===== config.mk =====
export PLATFORM = sky130hd
export DESIGN_NAME = imem_load_arbiter
export DESIGN_NICKNAME = d
export VERILOG_FILES = /design/src/rtl/imem_load_arbiter.sv
export SDC_FILE = /design/constraint.sdc
export NUM_CORES = 1
export LEC_CHECK = 0
export BUFFER_PORTS_ARGS = -buffer_cell sky130_fd_sc_hd__buf_2
export CORE_UTILIZATION = 43
export CTS_CLUSTER_SIZE = 28
export DETAILED_ROUTE_END_ITERATION = 10
export PLACE_DENSITY = 0.81
export SETUP_SLACK_MARGIN = 0.15
export SYNTH_ARGS = -nofsm -noshare
export SYNTH_HDL_FRONTEND = slang
export SYNTH_SLANG_ARGS = --single-unit

===== constraint.sdc =====
create_clock -name clk -period 1.85 [get_ports clk]
set_input_delay 0.0925 -clock clk [delete_from_list [all_inputs] [get_ports clk]]
set_output_delay 0.0925 -clock clk [all_outputs]
set_load 0.005 [all_outputs]

===== src/rtl/imem_load_arbiter.sv =====
// Single-port instruction memory arbiter: CPU fetch reads in RUN mode, byte-serial
// program loading (little-endian word assembly, sequential writes from word 0) otherwise.
module imem_load_arbiter #(
  parameter int unsigned AW       = 5,
  parameter logic [31:0] NOP_WORD = 32'h00000013
) (
  input  logic          clk,
  input  logic          rst_n,
  input  logic          f_req,
  input  logic [31:0]   f_addr,
  output logic          f_gnt,
  output logic          f_valid,
  output logic [31:0]   f_rdata,
  output logic          f_err,
  input  logic          l_start,
  input  logic          l_byte_valid,
  input  logic [7:0]    l_byte,
  input  logic          l_end,
  output logic          l_ready,
  output logic          l_done,
  output logic [AW:0]   l_words,
  output logic          cpu_hold,
  output logic [AW-1:0] m_addr,
  output logic          m_we,
  output logic [31:0]   m_wdata,
  input  logic [31:0]   m_rdata
);

  localparam logic [1:0] S_RUN     = 2'd0;
  localparam logic [1:0] S_COLLECT = 2'd1;
  localparam logic [1:0] S_WRITE   = 2'd2;
  localparam logic [1:0] S_FINISH  = 2'd3;

  localparam logic [AW-1:0] PTR_ONE  = {{(AW-1){1'b0}}, 1'b1};
  localparam logic [AW:0]   WORD_ONE = {{AW{1'b0}}, 1'b1};

  logic [1:0]    state_q,    state_d;
  logic [AW-1:0] ptr_q,      ptr_d;
  logic [1:0]    bcnt_q,     bcnt_d;
  logic [31:0]   shift_q,    shift_d;
  logic [AW:0]   words_q,    words_d;
  logic          end_pend_q, end_pend_d;
  logic          f_valid_q,  f_valid_d;
  logic [31:0]   f_rdata_q,  f_rdata_d;
  logic          f_err_q,    f_err_d;
  logic          fetch_err;

  assign fetch_err = (f_addr[1:0] != 2'b00) || (f_addr[31:AW+2] != '0);

  always_comb begin
    state_d    = state_q;
    ptr_d      = ptr_q;
    bcnt_d     = bcnt_q;
    shift_d    = shift_q;
    words_d    = words_q;
    end_pend_d = end_pend_q;
    f_valid_d  = 1'b0;
    f_rdata_d  = f_rdata_q;
    f_err_d    = f_err_q;
    f_gnt      = 1'b0;
    m_addr     = ptr_q;
    m_we       = 1'b0;
    m_wdata    = '0;
    l_ready    = 1'b0;
    l_done     = 1'b0;
    cpu_hold   = 1'b1;

    case (state_q)
      S_RUN: begin
        cpu_hold = 1'b0;
        m_addr   = f_addr[AW+1:2];
        f_gnt    = f_req & ~l_start;
        if (l_start) begin
          state_d    = S_COLLECT;
          ptr_d      = '0;
          bcnt_d     = '0;
          shift_d    = '0;
          words_d    = '0;
          end_pend_d = 1'b0;
        end else if (f_req) begin
          f_valid_d = 1'b1;
          f_err_d   = fetch_err;
          f_rdata_d = fetch_err ? NOP_WORD : m_rdata;
        end
      end

      S_COLLECT: begin
        l_ready = 1'b1;
        if (l_byte_valid) begin
          shift_d[{bcnt_q, 3'b000} +: 8] = l_byte;
          bcnt_d = bcnt_q + 2'd1;
        end
        // A same-cycle byte counts before l_end decides between WRITE and FINISH.
        if (l_byte_valid && (bcnt_q == 2'd3)) begin
          state_d    = S_WRITE;
          end_pend_d = l_end;
        end else if (l_end) begin
          if (l_byte_valid || (bcnt_q != 2'd0)) begin
            state_d    = S_WRITE;
            end_pend_d = 1'b1;
          end else begin
            state_d = S_FINISH;
          end
        end
      end

      S_WRITE: begin
        m_we    = 1'b1;
        m_wdata = shift_q;
        ptr_d   = ptr_q + PTR_ONE;
        words_d = words_q + WORD_ONE;
        bcnt_d  = '0;
        shift_d = '0;
        if ((ptr_q == '1) || end_pend_q || l_end) begin
          state_d    = S_FINISH;
          end_pend_d = 1'b0;
        end else begin
          state_d = S_COLLECT;
        end
      end

      default: begin
        l_done  = 1'b1;
        state_d = S_RUN;
      end
    endcase
  end

  always_ff @(posedge clk or negedge rst_n) begin
    if (!rst_n) begin
      state_q    <= S_RUN;
      ptr_q      <= '0;
      bcnt_q     <= '0;
      shift_q    <= '0;
      words_q    <= '0;
      end_pend_q <= 1'b0;
      f_valid_q  <= 1'b0;
      f_rdata_q  <= '0;
      f_err_q    <= 1'b0;
    end else begin
      state_q    <= state_d;
      ptr_q      <= ptr_d;
      bcnt_q     <= bcnt_d;
      shift_q    <= shift_d;
      words_q    <= words_d;
      end_pend_q <= end_pend_d;
      f_valid_q  <= f_valid_d;
      f_rdata_q  <= f_rdata_d;
      f_err_q    <= f_err_d;
    end
  end

  assign f_valid = f_valid_q;
  assign f_rdata = f_rdata_q;
  assign f_err   = f_err_q;
  assign l_words = words_q;

endmodule


# [Word level (Yosys, flattened, before mapping)]
# Cells that the tools add are included.
[totals] inputBits=78 reg_bits=82 word_cells=77 out_inout_bits=82
[op_classes] n_addsub=4 n_bitwise=2 shift=2 n_eq_ne=9 n_reduce_logical=17 muxes=34
[op_table] operator="$mux W32" count=4
[op_table] operator="$pmux W32 S3" count=1
[op_table] operator="$bwmux W32" count=1
[op_table] operator="$shift A8 B7 Y32 const A" count=1
[op_table] operator="$shiftx A8 B7 Y32" count=1
[op_table] operator="$reduce_bool A25 Y1" count=1
[op_table] operator="$mux W1" count=14
[op_table] operator="$mux W2" count=6
[op_table] operator="$pmux W2 S3" count=2
[op_table] operator="$pmux W6 S2" count=1
[op_table] operator="$mux W5" count=2
[op_table] operator="$pmux W5 S2" count=1
[op_table] operator="$neg A5 Y7" count=1
[op_table] operator="$add A6 B1 Y6 const B" count=1
[op_table] operator="$mux W6" count=1
[op_table] operator="$ne A2 B2 Y1 const B" count=3
[op_table] operator="$ne A3 B3 Y1 const B" count=2
[op_table] operator="$reduce_and A3 Y1" count=2
[op_table] operator="$reduce_bool A2 Y1" count=3
[op_table] operator="$add A5 B1 Y5 const B" count=1
[op_table] operator="$eq A5 B5 Y1 const B" count=1
[op_table] operator="$reduce_and A5 Y1" count=1
[op_table] operator="$eq A2 B2 Y1 const B" count=2
[op_table] operator="$logic_or A1 B1 Y1" count=4
[op_table] operator="other kinds (10)" count=11

# [Depth between registers and ports, before layout]
# Gate-level depths: netlist of run 1.
[depth] word_depth=6 mapped_depth=7 mapped_depth_nobuf=6

# [Worst setup path before layout of run 1]
# Ideal clock, no wire load.
[synth_path] path_kind="reg2reg" startpoint="register bcnt_q[0]" endpoint="register shift_q[0]" path_buffers=1 arrival_ps=1878 setup_time_ps=83 stages_incl_launch_ff=7 slack_ps=-111 required_time_ps=1767 synth_period_minus_slack_ps=1961 cell_sequence="dfrtp_1 > clkbuf_1 > inv_1 > ha_1 > nor4b_2 > nand2_1 > o21ai_0"
[synth_between] elab_chain_len=5 word_cells_on_any_way=6 cone_classes="add/sub (1); shift (2); mux (3)"
[synth_rtl] element="start, declared" line="39" rtl="logic [1:0] bcnt_q, bcnt_d;"
[synth_rtl] element="start signal, assigned" line="143" rtl="bcnt_q <= bcnt_d;"
[synth_rtl] element="$neg A5 Y7 (*)" line="90" rtl="shift_d[{bcnt_q, 3'b000} +: 8] = l_byte;"
[synth_rtl] element="$shiftx A8 B7 Y32 / $shift A8 B7 Y32 (equally long branches)" line="90"
[synth_rtl] element="$bwmux W32 (*)" line="90"
[synth_rtl] element="$mux W32 (*)" line="89" rtl="if (l_byte_valid) begin"
[synth_rtl] element="$pmux W32 S3 (*)" line="68" rtl="case (state_q)"
[synth_rtl] element="end signal, assigned" line="144" rtl="shift_q <= shift_d;"
[synth_rtl] element="end, declared" line="40" rtl="logic [31:0] shift_q, shift_d;"
# Every way passes the cells marked *; elsewhere a longest branch is shown, timed or not. The select of a mux whose other input is x is not followed.
# A chain may end at the register's enable or synchronous reset.

# [Worst setup path after layout of run 1]
[layout_path] startpoint="register state_q[0]" endpoint="output m_wdata[8]"
[layout_between] elab_chain_len=2
[layout_rtl] element="start, declared" line="37" rtl="logic [1:0] state_q, state_d;"
[layout_rtl] element="start signal, assigned" line="141" rtl="state_q <= state_d;"
[layout_rtl] element="$eq A2 B2 Y1" line="68"
[layout_rtl] element="$mux W32" line="68"
[layout_rtl] element="end, declared" line="25" rtl="output logic [31:0] m_wdata,"
# Every way passes these cells.

==> results of run 1 <==
==> metal layers <==
metal	vias up	routed length, um	part of all wire (%)	global-route usage (%)
met5	-	0	0	0
met4	0	194	1.9	8.59
met3	15	434	4.2	4.27
met2	106	5190	51	36.1
met1	1641	4400	43	30.6
li1	1611	-	-	-
==> placed cells by master (no fill, tap or decap), types with 2 or more instances in the layout <==
cell type	instances
buf_4	18
o32a_1	3
buf_6	2
o21ai_0	26
buf_2	158
mux2_2	3
a21oi_4	2
clkinvlp_4	2
inv_1	4
nor3_1	2
a21oi_1	8
a22o_1	50
nor4b_4	2
nand2b_1	2
and3_1	3
nor2_1	7
mux2_4	4
nand4_1	4
inv_2	3
buf_12	2
nand3_1	6
dfrtp_1	79
ha_1	7
nand2_1	40
dlygate4sd3_1	33
dfrtp_2	3
nor4_1	6
nor2_4	2
and2_1	33
clkbuf_8	10
==> Yosys cell counts, types with 2 or more instances <==
library cell and count:
a21oi_1 8, a22o_1 50, and2_1 33, and3_1 3, buf_2 6, clkbuf_1 9, dfrtp_1 82, ha_1 8
inv_1 5, inv_2 2, mux2_2 7, nand2_1 40, nand2b_1 3, nand3_1 6, nand3b_2 2, nand4_1 4
nor2_1 8, nor3_1 2, nor4_1 6, o21ai_0 26, o32a_1 3
==> flip-flops by register name, indices dropped and copies added (netlist names) <==
name and flops:
l_words 6, f_valid 1, f_err 1, f_rdata 32, ptr_q 5, state_q 2
end_pend_q 1, shift_q 32, bcnt_q 2
==> path summary, 6_finish.rpt <==
path | slack (ns) | endpoint | cells past startpoint | from
worst min-delay path | 0.04 | shift_q[4] | 3 | l_byte[4]
min in group asynchronous | 0.25 | shift_q[17] | 2 | rst_n
worst max-delay path | 0.18 | m_wdata[8] | 5 | state_q[0]
max in group asynchronous | 1.01 | state_q[1] | 3 | rst_n
worst min register to register | 0.47 | shift_q[24] | 2 | shift_q[24]
worst max register to register | 0.19 | shift_q[23] | 6 | state_q[0]
==> stage by stage <==
stage / power, uW / setup slack, ns
after floorplan: 3160 / 0.142
after global placement: 3640 / 0.129
after detailed placement: 3690 / 0.0452
after CTS: 5140 / 0.143
after global routing: 5580 / 0.0936
final: 5260 / 0.185
==> where the power goes <==
group          switching [uW]  total, uW  leakage, uW  internal, uW
Clock                     650       1320    0.0000962           669
Combinational             968       1810      0.00163           838
Sequential                157       2130      0.00111          1970
Total                    1780       5260      0.00284          3480
==> final cells by class <==
| cell class | instances | area (um^2) | area share (%) |
|---|---|---|---|
| flip-flops and latches | 82 | 2060 | 38.4 |
| clock inverters | 5 | 62.6 | 1.17 |
| inverters | 7 | 26.3 | 0.491 |
| multi-input cells | 223 | 1610 | 30.1 |
| repair buffers | 214 | 1320 | 24.7 |
| well taps | 105 | 131 | 2.46 |
| clock buffers | 11 | 141 | 2.64 |
==> worst register-to-register path: stages, from the launching register on <==
cell and delay [ns]:
dfrtp_2 0.46, buf_4 0.17, o21ba_2 0.33, a21oi_4 0.09, nor4b_4 0.21, buf_4 0.19, a22o_1 0.14
==> repair_timing <==
action                                  in CTS  in global routing
pin swaps                                    2                  2
buffers inserted                             6                  5
gates resized for setup                      4                 12
hold endpoints to repair                    67                  0
hold buffers                                33                  0
endpoints found under the setup margin      65                 81
cloned                                       0                  1
==> logic make-up (layout without fill, tap and decap cells) <==
group	Yosys count	in the layout	synth area share (%)
adder cells (fa/ha/maj)	8	8	2.71
buffers and inverters	24	237	2.94
AO/OA/AOI/OAI	92	92	18.6
AND/OR/NAND/NOR	116	116	18.1
flip-flops	82	82	55.5
multiplexers	7	7	2.13
==> key figures, run 1 <==
Outcome
  • Status: finished, final reports clean

Logic synthesis
  • Synthesized Nets: 415
  • Post-synthesis instance area: 3700 um^2
  • Netlist cell types: 37
  • Async set-reset flop share out of synthesis: 100%
  • Biggest area consumer among synthesized cells: dfrtp_1
  • EDFF count, synth: 0
  • Most used DFF post-synth: dfrtp_1
  • Yosys top cell area share: 55.5%
  • Syn. warnings: 0
  • Post-synthesis register bit count: 82
  • Sequential area share after synthesis: 55.5%
  • Synth area leaders: dfrtp_1 55%, a22o_1 12%, and2_1 5.6%, nand2_1 4.1%, o21ai_0 3.5%
  • Syn_area_per_cell: 11.2 um^2
  • Mapped Cells: 329

Finish
  • Nets: 623
  • Fin util: 64.8%
  • N_diodes: 0
  • Final Non-Filler Cells: 647
  • P&R area growth vs syn: 44.7%
  • Layout cells sized above 1: 41.7%
  • Post-route cell area: 5350 um^2
  • Filler cells: 667

Clocking
  • Clock latency on the worst-skew pair: 0.34 ns
  • H-tree level count: 3
  • Clock slew at reported path FFs: 0.09 ns
  • Clock buffer depth: 2
  • Clk root buf: clkbuf_8
  • Number of CTS-inserted buffers: 9
  • TritonCTS clock tree: built
  • Clock sinks: 82

Timing
  • Hold Worst Slack: 0.0357 ns
  • Final setup vio count: 0
  • Final period util: 90.0%
  • Fmax: 601 MHz
  • Normalized max-slew margin: 68.5%
  • Slew Limit Fails: 0
  • Final Skew: 0.00894 ns
  • Final Hold Fails: 0
  • RSZ-0062 raised after global routing: true
  • Final setup TNS: 0 ns
  • Post-layout min period: 1.67 ns
  • Worst slew pin tran: 0.473 ns

Placement
  • Hpwl dp: 6930 um
  • Placed Instances: 586
  • Routability cong.: 0.854
  • Dpl cell area: 4690 um^2
  • Input/output buffers: 159

Critical path
  • Worst Path Max Fanout: 33
  • CP Data Required Time: 1.76 ns
  • Crit path max-delay family: flip-flops
  • Critical path arrival: 1.57 ns
  • Critical-path top delay cell: dfrtp_2
  • Worst setup SP type: flip-flop
  • Critical path buffers and inverters: 3
  • Critical Path, Cell by Cell: nand2b_2, inv_2, buf_12, and2_1, buf_2
  • Crit path kind: reg2out
  • Crit. End Element: primary output
  • CP max stage delay: 0.46 ns

Global route
  • Number of global-route vias before repair: 3,182
  • Remaining global-route overflow: 0
  • Largest net degree at the start of global routing: 48
  • Global-route usage over all layers: 22.6%
  • Global-route wire length before repair: 15,600 um
  • Initial antenna violation count: 0

Floorplan
  • # rows: 33
  • Die area: 8970 um^2
  • Die Span Y: 94.7 um
  • Core area: 8260 um^2
  • Starting Density: 44.8%
  • Ports: 160
  • Die Span X: 94.7 um

Drt
  • Routed vias: 3,373
  • Residual DRC count: 0
  • DR pass1 iterations: 4
  • Drt initial violations: 104
  • Vias per cell: 5.21
  • Routed WL per cell: 15.8 um
  • Post-route ant nets: 0
  • WL final: 10,200 um

Pwr
  • PwrDens: 982 nW/um^2
  • Leakage power figure: 0.00284 uW
  • VDD IR-drop max: 0.725 mV

Worst hold path
  • Hold Crit Class: in2reg

Flow run
  • Maxcap violations: 0
No activity file was read; power rests on OpenSTA's default activity.
==> run 2, diff against run 1 <==
--- a/config.mk
+++ b/config.mk
@@ -5,7 +5,7 @@
 export SDC_FILE = /design/constraint.sdc
 export NUM_CORES = 1
 export LEC_CHECK = 0
-export BUFFER_PORTS_ARGS = -buffer_cell sky130_fd_sc_hd__buf_2
+export BUFFER_PORTS_ARGS = -buffer_cell sky130_fd_sc_hd__buf_4
 export CORE_UTILIZATION = 43
 export CTS_CLUSTER_SIZE = 28
 export DETAILED_ROUTE_END_ITERATION = 10
==> key figures, run 2 (synthesis results as in run 1) <==
Clocking
  • Number of CTS-inserted buffers: 9 (unchanged)
  • H-tree level count: 3 (unchanged)
  • Clk root buf: clkbuf_8
  • Clock slew at reported path FFs: 0.08 ns (about the same)
  • Clock sinks: 82 (unchanged)
  • Clock buffer depth: 2 (unchanged)
  • TritonCTS clock tree: built
  • Clock latency on the worst-skew pair: 0.35 ns (about the same)

Drt
  • DR pass1 iterations: 4 (unchanged)
  • WL final: 11,000 um (+7.6%)
  • Vias per cell: 5.26 (+0.93%)
  • Post-route ant nets: 0 (unchanged)
  • Routed WL per cell: 16.7 um (+5.9%)
  • Drt initial violations: 120 (+15%)
  • Residual DRC count: 0 (unchanged)
  • Routed vias: 3,457 (+2.5%)

Timing
  • Final Skew: 0.00812 ns (-0.000819 ns)
  • RSZ-0062 raised after global routing: true
  • Final Hold Fails: 0 (unchanged)
  • Hold Worst Slack: 0.0215 ns (-0.0142 ns)
  • Fmax: 586 MHz (-2.4%)
  • Final setup vio count: 0 (unchanged)
  • Post-layout min period: 1.71 ns (+0.0412 ns)
  • Slew Limit Fails: 0 (unchanged)
  • Worst slew pin tran: 0.527 ns (+0.0545 ns)
  • Normalized max-slew margin: 64.5% (-4.0 points)
  • Final setup TNS: 0 ns (unchanged)
  • Final period util: 92.2% (+2.2 points)

Floorplan
  • Ports: 160 (unchanged)
  • # rows: 33 (unchanged)
  • Core area: 8260 um^2 (unchanged)
  • Die Span X: 94.7 um (unchanged)
  • Starting Density: 44.8% (unchanged)
  • Die area: 8970 um^2 (unchanged)
  • Die Span Y: 94.7 um (unchanged)

Finish
  • Most frequent cells in the layout: 178 x buf_4, 79 x dfrtp_1, 50 x a22o_1, 40 x nand2_1, 39 x dlygate4sd3_1
  • Nets: 633 (+1.6%)
  • Most common cell after layout, fill and taps aside: buf_4
  • P&R area growth vs syn: 58.3%
  • Layout cells sized above 1: 41.7% (about the same)
  • Final Non-Filler Cells: 657 (+1.5%)
  • N_diodes: 0 (unchanged)
  • Post-route cell area: 5850 um^2 (+9.4%)
  • Filler cells: 583 (-13%)

Critical path
  • Critical path arrival: 1.61 ns (+0.04 ns)
  • Worst setup SP type: flip-flop
  • R2R Setup Slk: 0.16 ns (-0.03 ns)
  • Crit. End Element: primary output
  • Crit path kind: reg2out
  • Worst Path Max Fanout: 7 (-79%)
  • CP Data Required Time: 1.76 ns (about the same)

Global route
  • Global-route usage over all layers: 24.5% (+1.8 points)
  • Remaining global-route overflow: 0 (unchanged)
  • Initial antenna violation count: 0 (unchanged)
  • Largest net degree at the start of global routing: 48 (unchanged)
  • Global-route wire length before repair: 16,800 um (+8.0%)
  • Number of global-route vias before repair: 3,398 (+6.8%)

Flow run
  • Maxcap violations: 0 (unchanged)

Placement
  • Routability cong.: 0.856 (+0.21%)
  • Placed Instances: 589 (+0.51%)
  • Hpwl dp: 7370 um (+6.3%)
  • Input/output buffers: 159 (unchanged)
  • Dpl cell area: 5100 um^2 (+8.9%)

Pwr
  • VDD IR-drop max: 0.765 mV (+5.5%)
  • PwrDens: 937 nW/um^2 (-4.6%)
  • Leakage power figure: 0.00296 uW (+4.3%)
  • Total power: 5490 uW (+4.4%)

Worst hold path
  • Hold Crit Class: in2reg

Outcome
  • Status: finished, final reports clean
## run 2: cell types whose count changed in the layout (fill, tap and decap cells not counted), moves of 2 or more
cell,before,now
dlygate4sd3_1,33,39
buf_2,158,0
buf_6,2,4
buf_4,18,178
mux2_2,3,6
mux2_4,4,1
## run 2: timing repair
| item | CTS | global route |
|---|---|---|
| gates resized for setup | 8 | 5 |
| endpoints found under the hold margin | 76 | 0 |
| pin swaps | 3 | 4 |
| buffers inserted | 5 | 7 |
| gates cloned | 0 | 1 |
| hold buffers | 39 | 0 |
| setup endpoints to repair | 58 | 69 |
## run 2: metal layers
layer,vias up,part of all wire (%),GRT usage [%]
met1,1681,42,32.5
met4,0,2.9,10.7
met2,119,51,39.1
met3,32,3.9,4.51
met5,-,0,0
li1,1625,-,-
## run 2: critical path, stage by stage, from the launching register on
cell and delay, ns:
dfrtp_2 0.43, buf_6 0.13, nor2_4 0.10, buf_6 0.14
mux2_2 0.33, buf_4 0.13
## run 2: power breakdown
group	switching (uW)	internal (uW)
registers	152	1970
logic	1010	1020
clock network	660	669
## run 2: per-stage QoR
stage               setup slack [ns]  util, %
floorplan                      0.142        -
global placement               0.129     61.8
detailed placement            0.0353     61.8
CTS                            0.121     69.7
global route                  0.0787     70.9
finish                         0.144     70.9
## run 2: final timing paths
path                            startpoint     endpoint  cells past startpoint
worst max-delay path            state_q[1]    m_addr[3]                      5
worst min-delay path             l_byte[2]  shift_q[10]                      2
worst max register to register   bcnt_q[0]  shift_q[11]                      5
worst min register to register  shift_q[3]   shift_q[3]                      2
max in group asynchronous            rst_n   state_q[0]                      3
min in group asynchronous            rst_n  shift_q[17]                      2
## run 2: cell type report
| cell class | instances | area [um^2] | area share [%] |
|---|---|---|---|
| multi-input cells | 223 | 1600 | 27.3 |
| inverters | 7 | 28.8 | 0.492 |
| clock inverters | 5 | 62.6 | 1.07 |
| flip-flops and latches | 82 | 2060 | 35.1 |
| repair buffers | 224 | 1840 | 31.4 |
| well taps | 105 | 131 | 2.24 |
| clock buffers | 11 | 141 | 2.42 |
==> run 3, diff against run 2 <==
--- a/config.mk
+++ b/config.mk
@@ -6,6 +6,7 @@
 export NUM_CORES = 1
 export LEC_CHECK = 0
 export BUFFER_PORTS_ARGS = -buffer_cell sky130_fd_sc_hd__buf_4
+export CAP_MARGIN = 30
 export CORE_UTILIZATION = 43
 export CTS_CLUSTER_SIZE = 28
 export DETAILED_ROUTE_END_ITERATION = 10
==> constraint.sdc (replaced) <==
create_clock -name clk -period 1.5 [get_ports clk]
set_input_delay 0.075 -clock clk [delete_from_list [all_inputs] [get_ports clk]]
set_output_delay 0.075 -clock clk [all_outputs]
set_load 0.005 [all_outputs]
==> key figures, run 3 (synthesis results as in run 1) <==
Clocking
  • Clock slew at reported path FFs: 0.09 ns (about the same)
  • H-tree level count: 3 (unchanged)
  • Number of CTS-inserted buffers: 9 (unchanged)
  • Clk root buf: clkbuf_8
  • Clock buffer depth: 2 (unchanged)
  • Clock latency on the worst-skew pair: 0.34 ns (about the same)
  • TritonCTS clock tree: built
  • Clock sinks: 82 (unchanged)

Timing
  • RSZ-0062 raised after global routing: true
  • Final period util: 111%
  • Slew Limit Fails: 0 (unchanged)
  • Final Skew: 0.0132 ns (+0.00510 ns)
  • Final setup vio count: 105 (+105)
  • Hold Worst Slack: 0.0336 ns (+0.0121 ns)
  • Fmax: 600 MHz
  • Normalized max-slew margin: 70.7% (+6.2 points)
  • Worst slew pin tran: 0.440 ns (-0.0875 ns)
  • Post-layout min period: 1.67 ns
  • Final Hold Fails: 0 (unchanged)
  • Final worst slack: -0.168 ns (-0.311 ns)

Pwr
  • Leakage power figure: 0.00316 uW (+6.8%)
  • VDD IR-drop max: 1.10 mV (+44%)
  • PwrDens: 1210 nW/um^2 (+29%)
  • Total power: 7640 uW (+39%)

Floorplan
  • Starting Density: 44.8% (unchanged)
  • Die Span Y: 94.7 um (unchanged)
  • Ports: 160 (unchanged)
  • # rows: 33 (unchanged)
  • Die Span X: 94.7 um (unchanged)
  • Die area: 8970 um^2 (unchanged)
  • Core area: 8260 um^2 (unchanged)

Critical path
  • Critical path arrival: 1.59 ns (-0.02 ns)
  • Crit. End Element: primary output
  • CP Data Required Time: 1.42 ns (-0.34 ns)
  • Most common cell on crit path: buf_6
  • Critical-path top delay cell: dfrtp_1
  • Crit path kind: reg2out
  • Worst Path Max Fanout: 7 (unchanged)
  • Worst setup SP type: flip-flop
  • CP max stage delay: 0.42 ns (about the same)
  • Critical Path, Cell by Cell: buf_6, nor2_4, buf_6, mux2_4, buf_6

Drt
  • Residual DRC count: 0 (unchanged)
  • Post-route ant nets: 0 (unchanged)
  • Vias per cell: 5.33 (+1.3%)
  • DR pass1 iterations: 4 (unchanged)
  • Drt initial violations: 177 (+48%)
  • Routed WL per cell: 17.5 um (+4.9%)
  • WL final: 12,000 um (+9.0%)
  • Routed vias: 3,642 (+5.4%)

Global route
  • Global-route wire length before repair: 17,000 um (+1.2%)
  • Remaining global-route overflow: 0 (unchanged)
  • Number of global-route vias before repair: 3,391 (-0.21%)
  • Global-route usage over all layers: 24.9% (+0.42 points)
  • Initial antenna violation count: 0 (unchanged)
  • Largest net degree at the start of global routing: 83 (+73%)

Finish
  • Most frequent cells in the layout: 174 x buf_4, 81 x dfrtp_1, 50 x a22o_1, 41 x dlygate4sd3_1, 32 x nand2_1
  • Nets: 658 (+3.9%)
  • Multi-input gate area in the final layout: 1730 um^2 (+8.2%)
  • Post-route cell area: 6310 um^2 (+7.8%)
  • Most common cell after layout, fill and taps aside: buf_4
  • P&R area growth vs syn: 70.7%
  • Filler cells: 512 (-12%)
  • Layout cells sized above 1: 48.0% (+6.3 points)
  • Storage cell area: 2050 um^2 (-0.12%)
  • Final Non-Filler Cells: 683 (+4.0%)

Placement
  • Dpl cell area: 5290 um^2 (+3.7%)
  • Routability cong.: 0.818 (-4.5%)
  • Input/output buffers: 159 (unchanged)
  • Placed Instances: 605 (+2.7%)
  • Pre-CTS WS: -0.109 ns (-0.144 ns)
  • Hpwl dp: 7500 um (+1.7%)

Outcome
  • Status: finished, violations left
  • Failing checks: setup timing

Worst hold path
  • Hold Crit Class: in2reg

Flow run
  • Maxcap violations: 0 (unchanged)
[run 3: changes by cell type in the layout (fill, tap and decap cells not counted), sizes merged]
cell         delta
diode           +1
dlygate4sd3     +2
buf            +23
[run 3: worst paths after layout]
kind	startpoint	to	slack [ns]	cells past startpoint
min in group asynchronous	rst_n	state_q[1]	0.27	3
setup / recovery	state_q[1]	m_addr[1]	-0.17	5
setup reg to reg	state_q[1]	shift_q[3]	-0.16	8
hold reg to reg	shift_q[27]	shift_q[27]	0.48	2
max in group asynchronous	rst_n	state_q[0]	0.84	3
hold / removal	l_end	end_pend_q	0.03	3
[run 3: repair_timing]
| item | 4_1_cts | 5_1_grt |
|---|---|---|
| resized for setup | 27 | 45 |
| cloned | 0 | 1 |
| setup buffers | 13 | 6 |
| setup endpoints to repair | 109 | 119 |
| pin swaps | 11 | 19 |
| hold endpoints to repair | 134 | 0 |
| hold buffers | 41 | 0 |
[run 3: report_power, final]
part | total [uW] | internal, uW | switching [uW]
clock network | 1660 | 826 | 839
registers | 2630 | 2430 | 195
logic | 3340 | 1790 | 1560
[run 3: final cells by class]
class / instances / share of cell area [%]
timing repair buffer: 249 / 34.2
sequential: 82 / 32.5
multi-input combinational: 223 / 27.4
clock buffer: 11 / 2.24
tap: 105 / 2.08
clock inverter: 5 / 0.991
inverter: 7 / 0.575
antenna: 1 / 0.0396
[run 3: critical path, delay by kind of cell, from the launching register on]
kind | cells | cell delay, ns
DFF | 1 | 0.42
buffers and inverters | 3 | 0.41
muxes | 1 | 0.31
and+or+nand+nor | 1 | 0.11
[run 3: layer usage]
| metal | vias up | wire length [um] | global-route usage (%) |
|---|---|---|---|
| met5 | - | 0 | 0 |
| met4 | 0 | 298 | 9.60 |
| met3 | 23 | 375 | 4.27 |
| met2 | 109 | 6300 | 41.6 |
| met1 | 1831 | 5010 | 32.3 |
| li1 | 1679 | - | - |
[run 3: stage by stage]
step	utilization, %	TNS [ns]
2_1_floorplan	-	-1.53
3_3_place_gp	64.1	-0.296
3_5_place_dp	64.1	-2.33
4_1_cts	73.7	-9.55
5_1_grt	76.4	-15.23
6_report	76.4	-9.25
